File: src/rtl/switch_conditioner.sv
// Debounces the stopwatch pause and clear switches and derives registered level,
// rising-edge pulse and (optionally) toggle-style pause commands.
module switch_conditioner #(
    parameter int unsigned DEBOUNCE_CYCLES = 1000000,
    parameter int unsigned CNT_W           = 21,
    parameter int unsigned TOGGLE_MODE     = 0
) (
    input  logic clock,
    input  logic reset,
    input  logic pause_raw,
    input  logic clear_raw,
    output logic pause,
    output logic clear,
    output logic pause_rise,
    output logic clear_rise
);

    localparam int unsigned ChPause = 0;
    localparam int unsigned ChClear = 1;
    localparam logic [CNT_W-1:0] CntMax = CNT_W'(DEBOUNCE_CYCLES - 1);

    logic [1:0]       raw;
    logic [1:0]       s1_q, s1_d;
    logic [1:0]       s2_q, s2_d;
    logic [1:0]       deb_q, deb_d;
    logic [1:0]       rise_q, rise_d;
    logic [CNT_W-1:0] cnt_q [2];
    logic [CNT_W-1:0] cnt_d [2];
    logic             toggle_q, toggle_d;

    assign raw = {clear_raw, pause_raw};

    always_comb begin
        s1_d  = raw;
        s2_d  = s1_q;
        deb_d = deb_q;
        for (int i = 0; i < 2; i++) begin
            cnt_d[i] = '0;
            // Any cycle where the synchronized input agrees with deb restarts the count.
            if (s2_q[i] != deb_q[i]) begin
                if (cnt_q[i] == CntMax) begin
                    deb_d[i] = s2_q[i];
                end else begin
                    cnt_d[i] = cnt_q[i] + CNT_W'(1);
                end
            end
        end

        // Pulses are computed from next-state so they line up with deb first reading 1.
        rise_d = deb_d & ~deb_q;

        toggle_d = toggle_q;
        if (deb_d[ChClear]) begin
            toggle_d = 1'b0;
        end else if (rise_d[ChPause]) begin
            toggle_d = ~toggle_q;
        end
    end

    always_ff @(posedge clock) begin
        if (reset) begin
            s1_q     <= '0;
            s2_q     <= '0;
            deb_q    <= '0;
            rise_q   <= '0;
            toggle_q <= 1'b0;
            for (int i = 0; i < 2; i++) begin
                cnt_q[i] <= '0;
            end
        end else begin
            s1_q     <= s1_d;
            s2_q     <= s2_d;
            deb_q    <= deb_d;
            rise_q   <= rise_d;
            toggle_q <= toggle_d;
            for (int i = 0; i < 2; i++) begin
                cnt_q[i] <= cnt_d[i];
            end
        end
    end

    assign pause      = (TOGGLE_MODE != 0) ? toggle_q : deb_q[ChPause];
    assign clear      = deb_q[ChClear];
    assign pause_rise = rise_q[ChPause];
    assign clear_rise = rise_q[ChClear];

endmodule

File: config.mk
export PLATFORM = sky130hd
export DESIGN_NAME = switch_conditioner
export DESIGN_NICKNAME = d
export VERILOG_FILES = /design/src/rtl/switch_conditioner.sv
export SDC_FILE = /design/constraint.sdc
export NUM_CORES = 1
export LEC_CHECK = 0
export ABC_AREA = 0
export BUFFER_PORTS_ARGS = -buffer_cell sky130_fd_sc_hd__clkbuf_2
export CAP_MARGIN = 20
export CORE_MARGIN = 2
export CORE_UTILIZATION = 45
export CTS_BUF_LIST = sky130_fd_sc_hd__clkbuf_16
export DETAILED_ROUTE_END_ITERATION = 16
export SLEW_MARGIN = 40
export SYNTH_ARGS = -nofsm -noshare
export SYNTH_HDL_FRONTEND = slang
export SYNTH_SLANG_ARGS = --single-unit
File: constraint.sdc
create_clock -name clock -period 2.2 [get_ports clock]
set_clock_uncertainty 0.2 [all_clocks]
set_input_delay 0.22 -clock clock [delete_from_list [all_inputs] [get_ports clock]]
set_output_delay 0.22 -clock clock [all_outputs]
set_load 0.02 [all_outputs]
==> results.txt <==
Synth top area share: 45.7%
Largest cells by area after synthesis: dfxtp_1 (46%), xor2_1 (6.4%), nor2_1 (5.3%)
Max Root-Sink Buffers: 2
Adder-cell share of the synthesized area: 1.14%
Synth-to-layout area growth: 13.6%
Final-report max-slew violation count: 0
Post-synthesis instance total: 253
TritonCTS clock tree: built
Max Cap Viol: 0
H-tree lvl count: 2
VDD IR max: 0.600 mV
Syn_nets: 259
Setup CP Type: reg -> reg
Synth Register Bits: 50
Num CTS Buffers: 5
Yosys cell types: 29
Fin crit share: 92.9%
Overall power: 1.63 mW
Clock-pin slew on the worst setup and hold paths: 0.06 ns
Row count: 25
Post-synthesis simple-gate area fraction: 31.3%
Hold WC Path Type: in -> reg
DR vias/cell: 5.47
Critical path origin: cnt_q[0][24]
Overflow after GRT: 0
Crit path DAT: 2.06 ns
GRT Util Overall: 16.9%
Ys Warns: 0
Final core utilization: 53.0%
First-pass GRT wire length: 7270 µm
PD cells: 656 mW/mm²
Worst Path Max Fanout: 7
Maximum operating frequency: 0.489 GHz
Filler cells: 443
Vias: 1767
CP Launch Type: flop
Die H: 73.7 µm
Fin crit period: 2.04 ns
Sequential-to-total area share from yosys stat: 45.7%
Initial antenna violation count: 0
CTS root buf: clkbuf_16
Initial core utilization: 46.6%
Worst Max-Slew Pin Slew: 0.383 ns
# setup viols final: 0
XOR/XNOR Fraction of Synth Area: 10.8%
DR DRC count: 0
Die area: 0.00544 mm²
Hold Path Origin: reset
Syn_area_per_cell: 8.65 µm²
WP data required: 2.22 ns
Cell Area, Placed: 0.00233 mm²
Post-route cell area: 0.00248 mm²
Main combinational cell family by area after synthesis: simple AND/OR/NAND/NOR gates
Buffers on Ports: 7
Final hold viol count: 0
Synth area leader: dfxtp_1
Number of global-route vias before repair: 1631
Routed length per placed instance: 12.8 µm
Post-synthesis mux area share: 0%
Later-pin clock latency in the skew report: 0.28 ns
Outcome: complete, no violations
Core ar.: 0.00469 mm²
Die Wd: 73.7 µm
Detail Placement HPWL: 2870 µm
Final net count: 276
WL final: 4130 µm
R2R Path Start: cnt_q[0][24]
Critical Path End Type: flop
Synth Cell Area: 0.00219 mm²
Relative slew slack: 74.1%
# diodes: 0
Hold WS: 0.0391 ns
Sinks on Clock Net: 50
Post-synthesis compound-gate area fraction: 7.95%
Largest net degree at the start of global routing: 22
RSZ-0062 raised after global routing: false
1st-pass router iterations: 4
I/O Pins: 8
LEAKAGE: 0.766 nW
Post-DRT Antenna Nets: 0
R2r setup slk: 0.16 ns
Share of cells above drive strength 1: 10.8%
1st-iter DRT viols: 131
Setup_tns: 0 ns
Placer Congestion: 0.777
==> placed cells by master (no fill, tap or decap), types with 3 or more instances in the layout <==
cell type / instances
a21oi_1: 14
and2_1: 3
and3_1: 3
and4_1: 4
buf_4: 12
clkbuf_16: 5
clkbuf_2: 7
dfxtp_1: 50
inv_1: 5
nand2_1: 13
nand3_1: 17
nand4_1: 17
nor2_1: 31
nor2b_1: 4
nor3_1: 5
nor4_1: 6
o21ai_0: 11
o31ai_1: 4
or3_1: 13
or4_1: 3
xnor2_1: 11
xor2_1: 16
==> stage by stage <==
| step | setup WS, ns | instances |
|---|---|---|
| finish | 0.155 | 323 |
| global route | 0.0213 | 323 |
| floorplan | 0.124 | 253 |
| detailed placement | 0.141 | 315 |
| global placement | 0.189 | 315 |
| CTS | 0.129 | 323 |
==> critical path, cell delays in order, from the launching register on <==
cell and delay, ns:
dfxtp_1 0.41, nand4_1 0.16, or3_1 0.52, or4_4 0.55, a21oi_2 0.13
==> logic make-up after synthesis <==
family | after synthesis
DFF | 50
xor gates and xnor gates | 27
buffers and inverters | 16
AOI/OAI and AO/OA | 32
and+or+nand+nor | 126
adders and majority gates | 2
==> synth_stat cells (all sizes together) <==
cell type  count
dfxtp         50
nor2          31
nand3         17
nand4         17
xor2          16
a21oi         15
nand2         13
o21ai         13
or3           13
xnor2         11
clkbuf         7
nor4           6
inv            5
nor3           5
or4            5
and4           4
buf            4
nor2b          4
o31ai          4
and2           3
and3           3
ha             2
nor4bb         2
or2            1
or3b           1
or4b           1
==> power breakdown <==
part	switching, mW	leakage, nW	internal, mW
Combinational	0.0124	0.300	0.0101
Clock	0.290	0.0632	0.404
Sequential	0.00225	0.404	0.910
Total	0.305	0.766	1.32
==> final timing paths <==
path | end | cells after the start
max | cnt_q[0][38] | 4
min reg2reg | s2_q[1] | 1
max reg2reg | cnt_q[0][38] | 4
min | deb_q[1] | 2
==> area by class of cell <==
| cell class | instances | area [µm²] | area share, % |
|---|---|---|---|
| Timing Repair Buffer | 21 | 145 | 5.84 |
| Clock buffer | 5 | 125 | 5.04 |
| Multi-Input combinational cell | 187 | 1120 | 45.2 |
| Tap cell | 54 | 67.6 | 2.72 |
| Clock inverter | 1 | 3.75 | 0.151 |
| Sequential cell | 50 | 1000 | 40.3 |
| Inverter | 5 | 18.8 | 0.755 |
==> state kept, by name, indices dropped and copies added, names as in the netlist <==
name and flops:
cnt_q 42, deb_q 2, rise_q 2, s1_q 2
s2_q 2
==> what timing repair did <==
action | CTS | global route
resized for setup | 0 | 1
endpoints found under the hold margin | 2 | 0
setup buffers | 0 | 0
hold buffers | 2 | 0
setup endpoints to repair | 0 | 2
==> per-layer routing <==
layer	GRT usage [%]	vias to the layer above	wire, µm
li1	-	930	-
met1	24.5	799	2240
met2	24.3	34	1680
met3	3.57	4	156
met4	6.46	0	43
met5	0	-	0
(Power assumes the default switching activity.)
